[src/rtl/stack_arbiter.sv]
// stack_arbiter: LIFO stack shared by NREQ requesters through a round-robin arbiter.
//
// Ports:
//   clk, rst_n   clock (rising edge), asynchronous active-low reset
//   req_valid    per-requester operation pending
//   req_op       per-requester opcode: 0=push, 1=pop
//   req_data     per-requester push data, slice i = [i*WIDTH +: WIDTH]
//   req_ready    one-hot combinational grant
//   rsp_valid    one-hot 1-cycle response pulse to the served requester
//   rsp_ok       1=success, 0=overflow/underflow
//   rsp_data     popped value; 0 for push, failed pop or idle
//   count        current number of stored entries
//   full, empty  count==DEPTH, count==0
module stack_arbiter #(
    parameter int NREQ  = 2,
    parameter int WIDTH = 32,
    parameter int DEPTH = 5
) (
    input  logic                       clk,
    input  logic                       rst_n,
    input  logic [NREQ-1:0]            req_valid,
    input  logic [NREQ-1:0]            req_op,
    input  logic [NREQ*WIDTH-1:0]      req_data,
    output logic [NREQ-1:0]            req_ready,
    output logic [NREQ-1:0]            rsp_valid,
    output logic                       rsp_ok,
    output logic [WIDTH-1:0]           rsp_data,
    output logic [$clog2(DEPTH+1)-1:0] count,
    output logic                       full,
    output logic                       empty
);

    localparam int CW = $clog2(DEPTH + 1);
    localparam int PW = (NREQ > 1) ? $clog2(NREQ) : 1;
    localparam int AW = (DEPTH > 1) ? $clog2(DEPTH) : 1;

    logic [PW-1:0]    ptr_q, ptr_d;
    logic [CW-1:0]    count_q, count_d;
    logic [NREQ-1:0]  rsp_valid_q, rsp_valid_d;
    logic             rsp_ok_q, rsp_ok_d;
    logic [WIDTH-1:0] rsp_data_q, rsp_data_d;
    logic [WIDTH-1:0] mem_q [DEPTH];

    logic             gnt_any;
    logic [PW-1:0]    gnt_idx;
    int unsigned      scan_idx;
    logic             sel_op;
    logic [WIDTH-1:0] sel_data;
    logic             mem_we;
    logic [AW-1:0]    mem_waddr;

    // Round-robin search: first valid requester at or above the pointer, wrapping.
    always_comb begin
        req_ready = '0;
        gnt_any   = 1'b0;
        gnt_idx   = '0;
        scan_idx  = 0;
        for (int k = 0; k < NREQ; k++) begin
            scan_idx = int'(ptr_q) + k;
            if (scan_idx >= NREQ) begin
                scan_idx = scan_idx - NREQ;
            end
            if (!gnt_any && req_valid[scan_idx]) begin
                gnt_any             = 1'b1;
                gnt_idx             = PW'(scan_idx);
                req_ready[scan_idx] = 1'b1;
            end
        end
    end

    always_comb begin
        ptr_d = ptr_q;
        if (gnt_any) begin
            ptr_d = (gnt_idx == PW'(NREQ - 1)) ? '0 : gnt_idx + 1'b1;
        end
    end

    assign sel_op   = req_op[gnt_idx];
    assign sel_data = req_data[int'(gnt_idx) * WIDTH +: WIDTH];

    // Next-state for stack occupancy and the registered response.
    always_comb begin
        count_d     = count_q;
        rsp_valid_d = '0;
        rsp_ok_d    = 1'b0;
        rsp_data_d  = '0;
        mem_we      = 1'b0;
        mem_waddr   = AW'(count_q);
        if (gnt_any) begin
            // Failed operations still consume the grant and get a response.
            rsp_valid_d = req_ready;
            if (!sel_op) begin
                if (count_q < CW'(DEPTH)) begin
                    mem_we   = 1'b1;
                    count_d  = count_q + 1'b1;
                    rsp_ok_d = 1'b1;
                end
            end else if (count_q != '0) begin
                count_d    = count_q - 1'b1;
                rsp_ok_d   = 1'b1;
                rsp_data_d = mem_q[AW'(count_q - 1'b1)];
            end
        end
    end

    always_ff @(posedge clk or negedge rst_n) begin
        if (!rst_n) begin
            ptr_q       <= '0;
            count_q     <= '0;
            rsp_valid_q <= '0;
            rsp_ok_q    <= 1'b0;
            rsp_data_q  <= '0;
        end else begin
            ptr_q       <= ptr_d;
            count_q     <= count_d;
            rsp_valid_q <= rsp_valid_d;
            rsp_ok_q    <= rsp_ok_d;
            rsp_data_q  <= rsp_data_d;
        end
    end

    // Storage is deliberately not reset; count_q alone defines which entries are live.
    always_ff @(posedge clk) begin
        if (mem_we) begin
            mem_q[mem_waddr] <= sel_data;
        end
    end

    assign rsp_valid = rsp_valid_q;
    assign rsp_ok    = rsp_ok_q;
    assign rsp_data  = rsp_data_q;
    assign count     = count_q;
    assign full      = (count_q == CW'(DEPTH));
    assign empty     = (count_q == '0);

endmodule

[config.mk]
export PLATFORM = sky130hd
export DESIGN_NAME = stack_arbiter
export DESIGN_NICKNAME = d
export VERILOG_FILES = /design/src/rtl/stack_arbiter.sv
export SDC_FILE = /design/constraint.sdc
export NUM_CORES = 1
export LEC_CHECK = 0
export ABC_AREA = 1
export CAP_MARGIN = 20
export CORE_ASPECT_RATIO = 2
export CORE_MARGIN = 2
export CORE_UTILIZATION = 40
export CTS_CLUSTER_SIZE = 10
export DETAILED_ROUTE_END_ITERATION = 6
export PLACE_DENSITY = 0.68
export SLEW_MARGIN = 15
export SYNTH_ARGS = -nofsm -noshare
export SYNTH_HDL_FRONTEND = slang
export SYNTH_SLANG_ARGS = --single-unit
[constraint.sdc]
create_clock -name clk -period 4.3 [get_ports clk]
set_input_delay 0.86 -clock clk [delete_from_list [all_inputs] [get_ports clk]]
set_output_delay 0.86 -clock clk [all_outputs]
set_load 0.05 [all_outputs]
Yosys cells after proc, flatten, opt, wreduce, memory -nomap -nowiden
Memory sizes are Yosys's and may differ from the RTL's.
Cells that the tools add are included.
Widths: inputs -> output; s select.

operators by class
  order comparisons = 8
  shift operators = 1
  mux-type cells = 34
  bitwise logic cells = 1
  $add $sub $neg = 6
  eq/ne operators = 2
  multiply operators = 0
  divide/modulo/power cells = 0
  reductions and logical operators = 8

operator list
  operator             count
  $mux 32              5
  $ge 32x1->1 const B  2
  $lt 32x2->1 const B  2
  $shiftx 64x7->32     1
  $mux 1               21
  $mux 3               3
  $mux 2               3
  $add 3x1->3 const B  1
  $eq 3x3->1 const B   1
  $logic_and 1x1->1    3
  $logic_not 3->1      1
  $lt 3x3->1 const B   1
  $reduce_and 3->1     1
  $reduce_bool 3->1    1
  $sub 1x2->3 const B  1
  $sub 2x2->3 const B  1
  $sub 3x1->3 const B  1
  $add 1x1->2 const B  1
  $demux 1 s1          2
  $ge 1x2->1 const B   1
  $ge 2x2->1 const B   1
  $lt 1x2->1 const B   1
  $ne 2x1->1 const B   1
  $or 2x2->2           1
  3 further kinds      3

storage, ports and cells
  memories kept = 1
  input port bits = 70
  bits in read-only memories = 0
  bits in writable memories = 160
  word-level logic and storage cells = 66
  bits in latches = 0
  bits in registers = 39

memory list
  name   depth  bits a word  rd ports  clocked after Yosys merged registers in  wr ports  line  text
  mem_q  5      32           1         0                                        1         42    logic [WIDTH-1:0] mem_q [DEPTH];

Logic depth before layout (Yosys ltp)
  word-level depth = 14
  gate-level depth with buffers = 11
  mapped depth without buffers = 9

Worst setup path before layout
OpenSTA, ideal clock, no wires.

  kind = input port to flip-flop
  start = in req_valid[0]
  end = mem mem_q[0][0] (enable)
  slack = 0.306 ns
  data arrival time = 3.533 ns
  library setup time = 0.461 ns
  stages on the path = 6
  required time = 3.839 ns
  cells stage by stage = nand2_2 > nand2_2 > nand2_1 > nand2_1 > nand3_2 > nor3_1

between the ends
  cells in the longest elaborated chain, start to end = 12
  elaborated cells between the ends (all ways) = 16

RTL lines
  element                                     line  text
  from (decl)                                 21    input logic [NREQ-1:0] req_valid,
  $mux 1 (not written as such) (2 in series)  63    if (!gnt_any && req_valid[scan_idx]) begin
  $mux 1                                      63
  $logic_not 1->1                             63
  $logic_and 1x1->1                           63
  $mux 1                                      63
  $mux 1 (not written as such) (2 in series)  78    assign sel_op = req_op[gnt_idx];
  $mux 1                                      92    if (!sel_op) begin
  $mux 1 *                                    89    if (gnt_any) begin
  $mux 1 *                                    124   if (mem_we) begin
  $mux 1 (not written as such) *              125   mem_q[mem_waddr] <= sel_data;
  to (decl)                                   42

Every way passes the cells marked *; elsewhere a longest branch is shown, timed or not. The select of a mux whose other input is x is not followed.

Worst setup path after layout
  start = in req_valid[1]
  end = out req_ready[0]

between the ends
  cells in the longest elaborated chain, start to end = 6
  elaborated cells between the ends (all ways) = 10

RTL lines
  element                                     line  text
  $mux 1 (not written as such) (2 in series)  63
  $mux 1                                      63
  $logic_not 1->1                             63
  $logic_and 1x1->1                           63
  $mux 2 *                                    63
  to (decl)                                   24    output logic [NREQ-1:0] req_ready,

Marked as above.

==> key figures <==
STA
  – Setup_tns: 0 ps
  – WHS: between 300 and 400 ps
  – Final setup violation count: 0
  – Final Hold Vio Count: 0
  – Worst-margin pin slew: roughly 780 ps
  – Tmin final: between 3000 and 4000 ps
  – Normalized max-slew margin: a little under half
  – Clock Skew: between 9 and 10 ps
  – Max-slew violations: 0
  – Max Freq: between 0.2 and 0.3 GHz
  – Period utilization: between 70% and 80%
  – Final worst slack: 958 ps
  – RSZ-0062 raised after global routing: no

Route
  – Routed len/inst: roughly 17 um
  – DR vias/cell: 4.89
  – DRC errors left: 0
  – Vias: 5248
  – DR pass1 iterations: 5
  – DRT antenna net count: 0
  – DRT iter0 DRCs: roughly 280
  – Total Wirelength: 18200 um

Global route
  – Total GRT Usage: approximately 17%
  – Number of global-route vias before repair: ~5300
  – Gr ovfl total: 0
  – First-pass GRT wire length: roughly 28000 um
  – Initial antenna violation count: 0
  – Maximum number of pins on one net before global-route repair: 69

Synthesis
  – Post-Syn Nets: 764
  – Synth Cell Area: 8100 um2
  – Cells after Synth: 690
  – Synth Register Bits: between 150 and 200
  – Synth Area per Inst: around 12 um2
  – Sequential area share after synthesis: a little under three quarters
  – Synth unique cells: 26
  – Yosys warning count: 0

Place
  – Placement Setup Slack: 925 ps
  – Gp weighted congestion: 0.737
  – # port buffers: around 110
  – Dpl hpwl: between 10000 and 15000 um

Critical path
  – Crit end category: output pin
  – Worst setup SP type: input port
  – RR Endpoint: mem_q[3][24]$_DFFE_PP_
  – Critical Path AT: around 2500 ps
  – R2r setup slk: 1320 ps
  – Cells on worst reg2reg path: 7
  – Crit path kind: in2out
  – Reg2reg start: count[0]$_DFFE_PN0P_
  – Critical Path RT: about 3400 ps
  – Crit Path Max Fanout: 5

Layout
  – Final net count: 872
  – Antenna cells: 0
  – Core Util, Final: about half
  – Most frequent cells in the layout: nand2_1 (242), edfxtp_1 (160), clkdlybuf4s50_1 (108)
  – Layout cells sized above 1: 11.7%
  – Fillers: ~1800
  – Commonest non-fill, non-tap cell in the layout: nand2_1
  – Area grow syn2layout: 24.4%

Clock network
  – Root Buffer: clkbuf_16
  – Post-CTS Setup Inserts: 0
  – Worst-skew pair later-pin latency: roughly 430 ps
  – Clock transition at the registers of the reported paths: around 70 ps
  – H-tree level count: 4
  – Cts hold-fix bufs: 0
  – Clock sinks: slightly below 200
  – TritonCTS clock tree: yes
  – CTS Buffer Depth: 2
  – PostCTS Resize Cnt: 0
  – CTS Buf Count: 17

Power and ir drop
  – Total power: between 7 and 8 mW
  – Worst vdd ir: just over 0.6 mV
  – Leak: ~3.9 nW
  – Power Density: 709 nW/um2

Die
  – Initial Utilization: just over 40%
  – IO Pins: 112
  – Die height: a little over 200 um
  – Total die area: 21500 um2
  – Rows: between 70 and 80
  – Die X: 105 um
  – Core Box Area: 19900 um2

Outcome
  – Status: complete, no violations

Flow run
  – Max_cap viols: 0

Hold path
  – Type of the tightest min-delay check: in2async
==> logic make-up after synthesis <==
logic type      count (synthesis)  share of synthesized area [%]
flops                         199                           71.4
buf+inv                        51                           3.25
fa+ha+maj                       4                          0.618
simple gates                  397                           22.2
xor+xnor                        1                          0.108
compound gates                 38                           2.40
==> where the power goes <==
part	internal (mW)	total (mW)	switching [mW]
combinational	0.881	3.00	2.12
sequential	2.47	2.62	0.150
clock	0.864	1.53	0.661
==> synth_stat cells <==
cell / n / area share [%]
inv_2: 4 / 0.19
a21oi_2: 1 / 0.11
nor2_1: 45 / 2.1
buf_4: 7 / 0.65
nand2_2: 5 / 0.39
inv_1: 9 / 0.42
buf_1: 2 / 0.093
nand3_4: 1 / 0.22
nand3_2: 1 / 0.12
nand3_1: 66 / 4.1
edfxtp_1: 160 / 59
nor3_2: 29 / 3.6
dfrtp_1: 39 / 12
o21ai_0: 5 / 0.31
buf_6: 3 / 0.42
buf_2: 18 / 1.1
xor2_1: 1 / 0.11
a21oi_1: 31 / 1.9
ha_1: 4 / 0.62
o21ai_1: 1 / 0.062
nor3_1: 6 / 0.37
or2_1: 1 / 0.077
clkbuf_1: 7 / 0.32
clkinv_1: 1 / 0.046
nand4_1: 1 / 0.077
nand2_1: 242 / 11
==> routing by layer <==
layer / share of wire, % / vias to the layer above / track usage (%)
met4: 2.2 / 0 / 7.52
met2: 57 / 150 / 32.9
li1: - / 2556 / -
met1: 37 / 2521 / 18.3
met3: 4.1 / 21 / 2.91
met5: 0 / - / 0
==> critical path: stages <==
cell             delay [ps]
clkdlybuf4s50_1         500
nand2_1                 120
inv_2                    40
nor2_1                  130
clkdlybuf4s50_1         830
==> per-stage QoR <==
stage	instance area, um2	std cells
after detailed placement	9470	1040
final	10100	1073
after CTS	10100	1072
after floorplan	8100	690
after global placement	9470	1040
after global routing	10100	1073
==> registers in the layout, indices dropped and copies added (netlist names) <==
signal / count
ptr_q: 1
rsp_valid: 2
count: 3
rsp_ok: 1
mem_q: 160
rsp_data: 32
==> how the worst max path moves through the flow <==
| stage | start | endpoint | slack [ps] |
|---|---|---|---|
| 2_1_floorplan | req_valid[0] | mem_q[0][0]$_DFFE_PP_ | 310 |
| 3_3_place_gp | req_valid[1] | req_ready[0] | 900 |
| 3_5_place_dp | req_valid[1] | req_ready[0] | 930 |
| 4_1_cts | req_valid[1] | req_ready[0] | 920 |
| 5_1_grt | req_valid[1] | req_ready[0] | 830 |
| 6_report | req_valid[1] | req_ready[0] | 960 |
==> layout make-up <==
| type | instances | area (um2) | share of cell area, % |
|---|---|---|---|
| clock buffers | 22 | 485 | 4.82 |
| clock inverters | 10 | 93.8 | 0.932 |
| multi-input cells | 440 | 2080 | 20.6 |
| well taps | 262 | 328 | 3.25 |
| repair buffers | 126 | 1250 | 12.4 |
| inverters | 14 | 52.6 | 0.522 |
| flip-flops and latches | 199 | 5780 | 57.4 |
No activity file was read; power rests on OpenSTA's default activity.
